[config.mk]
export PLATFORM = sky130hd
export DESIGN_NAME = spi_reg_master
export DESIGN_NICKNAME = d
export VERILOG_FILES = /design/src/rtl/spi_reg_master.sv
export SDC_FILE = /design/constraint.sdc
export NUM_CORES = 1
export LEC_CHECK = 0
export CORE_MARGIN = 10
export CORE_UTILIZATION = 51
export CTS_CLUSTER_DIAMETER = 100
export CTS_CLUSTER_SIZE = 12
export DETAILED_ROUTE_END_ITERATION = 10
export MAX_ROUTING_LAYER = met4
export PLACE_DENSITY_LB_ADDON = 0.2
export SYNTH_ARGS = -nofsm -noshare
export SYNTH_HDL_FRONTEND = slang
export SYNTH_SLANG_ARGS = --single-unit
[constraint.sdc]
create_clock -name CLOCK -period 2.8 [get_ports CLOCK]
set_input_delay 0.7 -clock CLOCK [delete_from_list [all_inputs] [get_ports CLOCK]]
set_output_delay 0.7 -clock CLOCK [all_outputs]
set_load 0.02 [all_outputs]
[src/rtl/spi_reg_master.sv]
// spi_reg_master: serialises single-register write/read requests into one
// SPI frame {rw, ADDR, data}, MSB first, and returns read data on DATAO.
// Default build is SPI mode 0 (SCLK idles low).
// Optional macro SPI_MASTER_CPOL_EN: SCLK polarity inverted (idles high),
// with every phase length unchanged.
module spi_reg_master #(
    parameter int D       = 8,
    parameter int A       = 4,
    parameter int CLK_DIV = 1
) (
    input  logic         CLOCK,
    input  logic         RESET,
    input  logic [D-1:0] DATAI,
    input  logic [A-1:0] ADDR,
    input  logic         WR,
    input  logic         RD,
    output logic [D-1:0] DATAO,
    output logic         BUSY,
    output logic         SS,
    output logic         SCLK,
    output logic         MOSI,
    input  logic         MISO
);

    localparam int N  = 1 + A + D;
    localparam int CW = (CLK_DIV > 1) ? $clog2(2 * CLK_DIV) : 1;
    localparam int BW = $clog2(N + 1);

    typedef enum logic [2:0] {
        S_IDLE,
        S_SETUP,
        S_HIGH,
        S_LOW,
        S_HOLD
    } state_t;

    state_t          state_q, state_d;
    logic [CW-1:0]   cnt_q, cnt_d;
    logic [CW-1:0]   cnt_lim;
    logic [BW-1:0]   bit_q;
    logic [N-1:0]    tx_q;
    logic [D-1:0]    rx_q;
    logic [D-1:0]    rx_shift;
    logic [D-1:0]    wr_data;
    logic [D-1:0]    datao_q;
    logic            rw_q;
    logic            accept;
    logic            enter_high;
    logic            enter_low;
    logic            finish;
    logic            phase_last;

    // HOLD spans the trailing SCLK-low half-period plus the select hold time,
    // which gives the full (2N+2)*CLK_DIV busy window.
    assign cnt_lim    = (state_q == S_HOLD) ? CW'(2 * CLK_DIV - 1) : CW'(CLK_DIV - 1);
    assign phase_last = (cnt_q == cnt_lim);
    assign wr_data    = WR ? DATAI : '0;

    // Next-state logic and phase strobes for the frame sequencer
    always_comb begin
        state_d    = state_q;
        cnt_d      = cnt_q;
        accept     = 1'b0;
        enter_high = 1'b0;
        enter_low  = 1'b0;
        finish     = 1'b0;
        case (state_q)
            S_IDLE: begin
                if (WR || RD) begin
                    state_d = S_SETUP;
                    cnt_d   = '0;
                    accept  = 1'b1;
                end
            end
            S_SETUP: begin
                if (phase_last) begin
                    state_d    = S_HIGH;
                    cnt_d      = '0;
                    enter_high = 1'b1;
                end else begin
                    cnt_d = cnt_q + 1'b1;
                end
            end
            S_HIGH: begin
                if (phase_last) begin
                    cnt_d = '0;
                    if (bit_q == BW'(N)) begin
                        state_d = S_HOLD;
                    end else begin
                        state_d   = S_LOW;
                        enter_low = 1'b1;
                    end
                end else begin
                    cnt_d = cnt_q + 1'b1;
                end
            end
            S_LOW: begin
                if (phase_last) begin
                    state_d    = S_HIGH;
                    cnt_d      = '0;
                    enter_high = 1'b1;
                end else begin
                    cnt_d = cnt_q + 1'b1;
                end
            end
            S_HOLD: begin
                if (phase_last) begin
                    state_d = S_IDLE;
                    cnt_d   = '0;
                    finish  = 1'b1;
                end else begin
                    cnt_d = cnt_q + 1'b1;
                end
            end
            default: begin
                state_d = S_IDLE;
                cnt_d   = '0;
            end
        endcase
    end

    // State, phase counter and bit counter registers
    always_ff @(posedge CLOCK) begin
        if (RESET) begin
            state_q <= S_IDLE;
            cnt_q   <= '0;
            bit_q   <= '0;
        end else begin
            state_q <= state_d;
            cnt_q   <= cnt_d;
            if (accept) begin
                bit_q <= '0;
            end else if (enter_high) begin
                bit_q <= bit_q + 1'b1;
            end
        end
    end

    // Receive shift: the new MISO bit enters at the LSB
    always_comb begin
        rx_shift    = rx_q << 1;
        rx_shift[0] = MISO;
    end

    // Frame shift registers: load on accept, shift MOSI on falling SCLK, sample MISO on rising SCLK
    always_ff @(posedge CLOCK) begin
        if (accept) begin
            tx_q <= {~WR, ADDR, wr_data};
            rw_q <= ~WR;
        end else if (enter_low) begin
            tx_q <= tx_q << 1;
        end
        if (enter_high) begin
            rx_q <= rx_shift;
        end
    end

    // Read data register, updated only when a read frame completes
    always_ff @(posedge CLOCK) begin
        if (RESET) begin
            datao_q <= '0;
        end else if (finish && rw_q) begin
            datao_q <= rx_q;
        end
    end

    assign DATAO = datao_q;
    assign BUSY  = (state_q != S_IDLE);
    assign SS    = (state_q == S_IDLE);
    assign MOSI  = (state_q != S_IDLE) && tx_q[N-1];
`ifdef SPI_MASTER_CPOL_EN
    assign SCLK  = (state_q != S_HIGH);
`else
    assign SCLK  = (state_q == S_HIGH);
`endif

endmodule

Yosys cells after proc, flatten, opt, wreduce, memory -nomap -nowiden. Cells that the tools add are included. W data, S select, Z words.

Flip-flop bits (word level): 38. Output and inout port bits: 12.

Bitwise operators: 1. Muxes and demuxes: 21. Add/sub/neg operators: 2. Reduce and logical (&&, ||, !) cells: 10. Eq/ne operators: 10.

Operators by type and width (number): $mux W13 (2); $mux W3 (5); $pmux W3 S4 (1); $mux W1 (11); $mux W8 (1); $eq A3 B2 Y1 const B (2); $ne A2 B1 Y1 const B (3); $add A4 B1 Y4 const B (1); $eq A4 B4 Y1 const B (1); $reduce_and A4 Y1 (1); $reduce_or A2 Y1 (2); $reduce_or A4 Y1 (1); $eq A3 B1 Y1 const B (1); $eq A3 B3 Y1 const B (1); $logic_not A3 Y1 (1); $reduce_bool A3 Y1 (1); $logic_and A1 B1 Y1 (2); $ne A2 B2 Y1 const B (1); $pmux W1 S2 (1); $reduce_bool A2 Y1 (1); $add A1 B1 Y1 const B (1); $eq A1 B1 Y1 (1); $logic_or A1 B1 Y1 (1); $not A1 Y1 (1).

Longest topological paths before layout. Gate-level depths: netlist of run 1.

Depth in word-level cells: 7. Depth in mapped cells: 8. Gate-level depth less buffers: 7.

Worst setup path after synthesis of run 1. No wires, ideal clock.

Kind: register to output. From: register state_q[2]. To: output port MOSI. Setup slack: 0.771 ns. Buffers on the path: 1. Arrival: 1.329 ns. Stages on the path, launching flop included: 5. Path through: dfxtp_1 buf_2 nor3_2 inv_2 and2_1.

Word-level cells in the longest chain between the ends: 2.

RTL lines: start, declared (line 37) `state_t state_q, state_d;`; start signal, assigned (line 129) `state_q <= state_d;`; $reduce_bool A3 Y1; via BUSY (line 18) `output logic BUSY,`; $logic_and A1 B1 Y1 (line 170) `assign MOSI = (state_q != S_IDLE) && tx_q[N-1];`; end, declared (line 21) `output logic MOSI,`.

The timed path passes the listed nets, and every way through them passes these cells.

Worst setup path after layout of run 1.
From: register state_q[2]. To: output port MOSI.

Word-level cells in the longest chain between the ends: 2.

RTL lines (line): $reduce_bool A3 Y1 (170); $logic_and A1 B1 Y1 (170).

Every way passes these cells.

==> results of run 1 <==
## final cells by class
class / instances / area (um^2)
fillers: 258 / 1090
flip-flops and latches: 38 / 981
multi-input cells: 78 / 520
repair buffers: 28 / 280
clock buffers: 6 / 41.3
inverters: 11 / 41.3
well taps: 33 / 41.3
clock inverters: 2 / 8.76
## registers in the layout, summed over array words and instances, names as in the netlist
signal / count
bit_q: 4
state_q: 3
rw_q: 1
DATAO: 8
rx_q: 8
cnt_q: 1
tx_q: 13
## power groups by stage
| stage | registers (mW) | clock network [mW] | logic (mW) |
|---|---|---|---|
| final | 0.733 | 0.261 | 0.208 |
| after global placement | 0.743 | 0 | 0.203 |
| after global routing | 0.742 | 0.296 | 0.230 |
| after floorplan | 0.726 | 0 | 0.140 |
| after detailed placement | 0.747 | 0 | 0.210 |
| after CTS | 0.734 | 0.267 | 0.212 |
## cells in the mapped netlist (2+ instances only)
cell | instances | area share [%]
edfxtp_1 | 22 | 42
dfxtp_1 | 16 | 20
a21oi_1 | 10 | 3.2
nand2_1 | 10 | 2.4
nand3_1 | 10 | 3.2
a22o_1 | 8 | 4.5
inv_1 | 8 | 1.9
clkbuf_1 | 4 | 0.96
mux2_1 | 4 | 2.9
nor2_1 | 4 | 0.96
nor3_1 | 4 | 1.3
ha_1 | 3 | 2.4
and3_1 | 2 | 0.80
inv_2 | 2 | 0.48
nor4b_1 | 2 | 1.1
or3b_1 | 2 | 1.1
xnor2_1 | 2 | 1.1
## metrics by stage
stage	total power, mW	setup slack, ns	instances	hold slack [ns]	cell area [um^2]
final	1.20	0.218	196	0.461	1910
after global routing	1.27	0.121	196	0.482	1910
after CTS	1.21	0.204	196	0.460	1910
after detailed placement	0.957	0.379	188	0.437	1860
after global placement	0.946	0.456	188	0.432	1860
after floorplan	0.866	0.771	132	0.426	1560
## routing by layer
layer  track usage, %  part of all wire (%)
met5                -                     0
met4             4.95                  0.98
met3             4.17                   5.6
met1             14.1                    43
met2             18.0                    50
## kinds of logic after synthesis
| group | Yosys count |
|---|---|
| flip-flops | 38 |
| AND/OR/NAND/NOR | 42 |
| XOR/XNOR | 2 |
| multiplexers | 4 |
| AO/OA/AOI/OAI | 27 |
| buffers and inverters | 16 |
| adder cells (fa/ha/maj) | 3 |
## final timing paths
check | depth (start not counted) | from | to
setup reg to reg | 7 | state_q[0] | bit_q[1]
hold reg to reg | 0 | rx_q[2] | rx_q[3]
hold / removal | 0 | rx_q[2] | rx_q[3]
setup / recovery | 4 | state_q[2] | MOSI
## worst register-to-register path, cell delays in order, from the launching register on
cell,delay (ns)
dfxtp_1,0.40
or2_1,0.29
nor2_1,0.10
ha_1,0.29
or3b_1,0.43
clkinv_1,0.25
nor2_1,0.07
a2111oi_0,0.33
==> results.md, run 1 <==
- Combinational power share: approximately 17%
- Seq cells post-synth: 38
- FMAX: 387 MHz
- Peak supply drop: between 0.2 and 0.3 mV
- Clock power share: 21.7%
- Grt ovf: 0
- Synth Flop Type: edfxtp_1
- Max Cap Viol: 0
- Area grow syn2layout: 22.5%
- Die height: 75.4 um
- CP Class: flip-flop to output pin
- Setup Buffers After CTS: 0
- YS warnings: 0
- Starting Density: 52.0%
- Detailed Place HPWL: ~2.3 mm
- Sw Ratio: 26.4%
- WL per Instance: 15.7 um
- Port bufs: 28
- Fin crit share: 92.2%
- Xor and xnor area share after synthesis: 1.12%
- Final RePlAce weighted congestion: 0.784
- First-pass GRT wire length: slightly below 5 mm
- Adder-Cell Fraction of Synth Area: about 2.4%
- Final Setup Violations: 0
- Mapped Cells: between 100 and 150
- Netlist cell types: 36
- Pleak: 0.676 nW
- CP required: ~2.1 ns
- Syn avg cell area: 11.8 um^2
- GRT Total Usage: 11.9%
- Vias: 1,097
- R2r setup slk: 0.52 ns
- Post-Synth Simple-Gate Area: 14.6%
- Initial antenna violation count: 0
- Final #Nets: 182
- CP delay by family, top: buffers and inverters
- Compound-gate portion of the synthesized area: approximately 12%
- Worst Path Buf+Inv: 2
- CP arrival: 1.88 ns
- Commonest cells after routing, fill and taps aside: clkdlybuf4s50_1, edfxtp_1, dfxtp_1
- Status: finished clean
- CTS tree: done
- Post-synthesis mux area share: 2.88%
- Total negative slack: 0 ns
- Clock latency on the worst-skew pair: 0.33 ns
- Worst-path fanout max: 10
- Final Core Density: 63.7%
- Share of layout cells above drive strength 1: approximately 6.7%
- Number of synthesized flops with an enable pin: 22
- Synth Net Count: 152
- Main combinational cell family by area after synthesis: simple AND/OR/NAND/NOR gates
- Cts bufs inserted: 5
- CTS root buffer: clkbuf_4
- Final Max Slew Viols: 0
- N_diodes: 0
- Full die area: 0.00568 mm^2
- # resized after CTS: 0
- Power density cells: 628 mW/mm^2
- DRC Markers: 0
- DRT Wirelength: 3.07 mm
- Post-Syn Area: 0.00156 mm^2
- Antenna-violating nets left: 0
- Worst slew margin: 56.2%
- Least-Margin Pin Slew: 0.656 ns
- CP max-delay cell: clkdlybuf4s50_1
- IO Pins: 29
- Core ar.: roughly 0.0030 mm^2
- Initial DRC count: 59
- CTS Buffer Depth: 2
- Commonest non-fill, non-tap cell in the layout: clkdlybuf4s50_1
- H-tree depth: 2
- Row count: 20
- Clk pin slew, worst setup/hold paths: 0.10 ns
- Total internal power: 885 uW
- CP Launch Type: flip-flop
- Vias/cell: 5.60
- Seq pwr share: between 60% and 70%
- Final hold viol count: 0
- Clock sink count: 38
- Max incr delay on CP: 0.53 ns
- CP endpoint kind: output pin
- DRT Pass-1 Iters: 4
- Vias in the first global route: 1,066
- Clock skew: 0.00564 ns
- Largest net degree at the start of global routing: 18
- Ys async rst share: 0%
- CTS hold repair buffers: 0
- Switch Pwr: 318 uW
- RSZ-0062 raised after global routing: false
- Tightest Hold Check Type: flip-flop to flip-flop
- Register area share after synthesis: a little over three fifths
- Chip width: 75.4 um
- Final Critical Period: approximately 2.6 ns
- Crit path cell chain: nor3_2 > inv_2 > and2_1 > clkdlybuf4s50_1
No activity file was read; power rests on OpenSTA's default activity.
==> run 2: changes to the inputs <==
- CTS_CLUSTER_DIAMETER: 100 -> unset
==> results of run 2 <==
Final layout, timing and power as in run 1 (identical DEF).
==> run 3: changes to the inputs <==
- CORE_MARGIN: 10 -> 5
==> run 3 against run 2 <==
First-iteration DRC count down 8.5%. Hold slack lost 0.0022 ns. Global-route usage rose by 3.8 points.
==> results.md, run 3 (synthesis results as in run 1) <==
- Vias: 1,108 (+1.0%)
- Row count: 20 (unchanged)
- Chip width: 65.4 um (-13%)
- Fin crit share: 92.4% (+0.17 points)
- CP Class: flip-flop to output pin
- Final hold viol count: 0 (unchanged)
- Full die area: 0.00427 mm^2 (-25%)
- Worst slew margin: 54.9% (-1.2 points)
- Tightest Hold Check Type: flip-flop to flip-flop
- R2R depth: 7 (unchanged)
- DRT Wirelength: 3.02 mm (-1.8%)
- CTS tree: done
- Port bufs: 28 (unchanged)
- Min Hold Slack: 0.459 ns (-0.00218 ns)
- Vias/cell: 5.65 (+1.0%)
- Starting Density: 52.0% (unchanged)
- CTS root buffer: clkbuf_4
- Dpl cells: 188 (unchanged)
- IO Pins: 29 (unchanged)
- CTS Buffer Depth: 2 (unchanged)
- Clock latency on the worst-skew pair: 0.34 ns (about the same)
- First-pass GRT wire length: 4.92 mm (-1.1%)
- Vias in the first global route: 1,072 (+0.56%)
- Area of the multi-input gates: 520 um^2 (unchanged)
- Pleak: 0.675 nW (-0.15%)
- Worst-path fanout max: 10 (unchanged)
- R2r setup slk: 0.47 ns (-0.05 ns)
- DRC Markers: 0 (unchanged)
- N_diodes: 0 (unchanged)
- Final RePlAce weighted congestion: 0.827 (+5.5%)
- Final Critical Period: 2.59 ns (+0.00487 ns)
- Commonest cells after routing, fill and taps aside: clkdlybuf4s50_1, edfxtp_1, dfxtp_1
- Design Power: 1.21 mW (+0.89%)
- # resized after CTS: 0 (unchanged)
- WL per Instance: 15.4 um (-1.8%)
- Power density cells: 633 mW/mm^2 (+0.69%)
- Clock skew: 0.00663 ns (+0.000983 ns)
- Largest register FFs: 13 (unchanged)
- Max Cap Viol: 0 (unchanged)
- Largest Register: tx_q
- Peak supply drop: 0.361 mV (+33%)
- Detailed Place HPWL: 2.21 mm (-4.8%)
- CP arrival: 1.89 ns (about the same)
- Antenna-violating nets left: 0 (unchanged)
- Share of layout cells above drive strength 1: 7.36% (+0.61 points)
- CP endpoint kind: output pin
- Status: finished clean
- Setup Buffers After CTS: 0 (unchanged)
- DRT Pass-1 Iters: 4 (unchanged)
- GRT Total Usage: 15.6% (+3.8 points)
- Core ar.: 0.00300 mm^2 (unchanged)
- Commonest non-fill, non-tap cell in the layout: clkdlybuf4s50_1
- Largest net degree at the start of global routing: 18 (unchanged)
- Grt ovf: 0 (unchanged)
- Final #Nets: 182 (unchanged)
- Initial antenna violation count: 0 (unchanged)
- CTS hold repair buffers: 0 (unchanged)
- FF/Latch Area: 981 um^2 (unchanged)
- Initial DRC count: 54 (-8.5%)
- Final Setup Violations: 0 (unchanged)
- CP required: 2.10 ns (about the same)
- CP max-delay cell: clkdlybuf4s50_1
- Least-Margin Pin Slew: 0.674 ns (+0.0183 ns)
- Worst Path Buf+Inv: 2 (unchanged)
- RSZ-0062 raised after global routing: false
- Area grow syn2layout: 22.7%
- Cts bufs inserted: 5 (unchanged)
- Clk pin slew, worst setup/hold paths: 0.11 ns (about the same)
- Layout fillers: 246 (-4.7%)
- Clock sink count: 38 (unchanged)
- Die height: 65.4 um (-13%)
- Max incr delay on CP: 0.53 ns (about the same)
- Final Non-Filler Cells: 196 (unchanged)
- H-tree depth: 2 (unchanged)
- Crit. path cell count: 4 (unchanged)
- CP delay by family, top: buffers and inverters
- Crit path cell chain: nor3_2 > inv_2 > and2_1 > clkdlybuf4s50_1
- Hold path cells: 2 (+2)
- CP Launch Type: flip-flop
- Placed Area: 0.00186 mm^2 (unchanged)
- Final instance area: 0.00192 mm^2 (+0.20%)
- Final Max Slew Viols: 0 (unchanged)
- Total negative slack: 0 ns (unchanged)
- FMAX: 387 MHz (-0.19%)
run 3: cell types whose count changed in the layout (fill, tap and decap cells not counted), sizes merged:
cell      previous run  this run
clkinvlp             0         1
clkbuf               6         5
run 3: metrics by stage:
step	setup slack, ns	util (%)
6_report	0.213	63.9
5_1_grt	0.0944	63.9
4_1_cts	0.198	63.9
3_5_place_dp	0.376	62.1
3_3_place_gp	0.461	62.1
2_1_floorplan	0.771	-
run 3: worst reg2reg max path, cell delays in order (launching register included):
cell and delay [ns]:
dfxtp_1 0.41, or2_1 0.29, nor2_1 0.12, ha_1 0.29
or3b_1 0.42, clkinv_1 0.24, nor2_1 0.07, a2111oi_0 0.36
run 3: final cells by class:
type	instances	area share [%]
repair buffers	28	14.6
clock inverters	3	0.848
well taps	33	2.15
inverters	11	2.15
flip-flops and latches	38	51.1
clock buffers	5	1.96
multi-input cells	78	27.1
run 3: final timing paths:
check / from / endpoint
worst max-delay path: state_q[2] / MOSI
worst min-delay path: DATAO[1] / DATAO[1]
worst max register to register: state_q[0] / bit_q[1]
worst min register to register: DATAO[1] / DATAO[1]
run 3: where the power goes:
part           internal, mW  switching (mW)
Combinational        0.0968           0.112
Clock                0.0934           0.179
Sequential            0.694          0.0386
run 3: layer usage:
layer  vias up  global-route usage (%)  wire, um
met1       528                    17.9      1290
li1        543                       -         -
met4         0                    6.48        44
met5         -                       -         0
met2        29                    25.3      1540
met3         8                    5.13       140
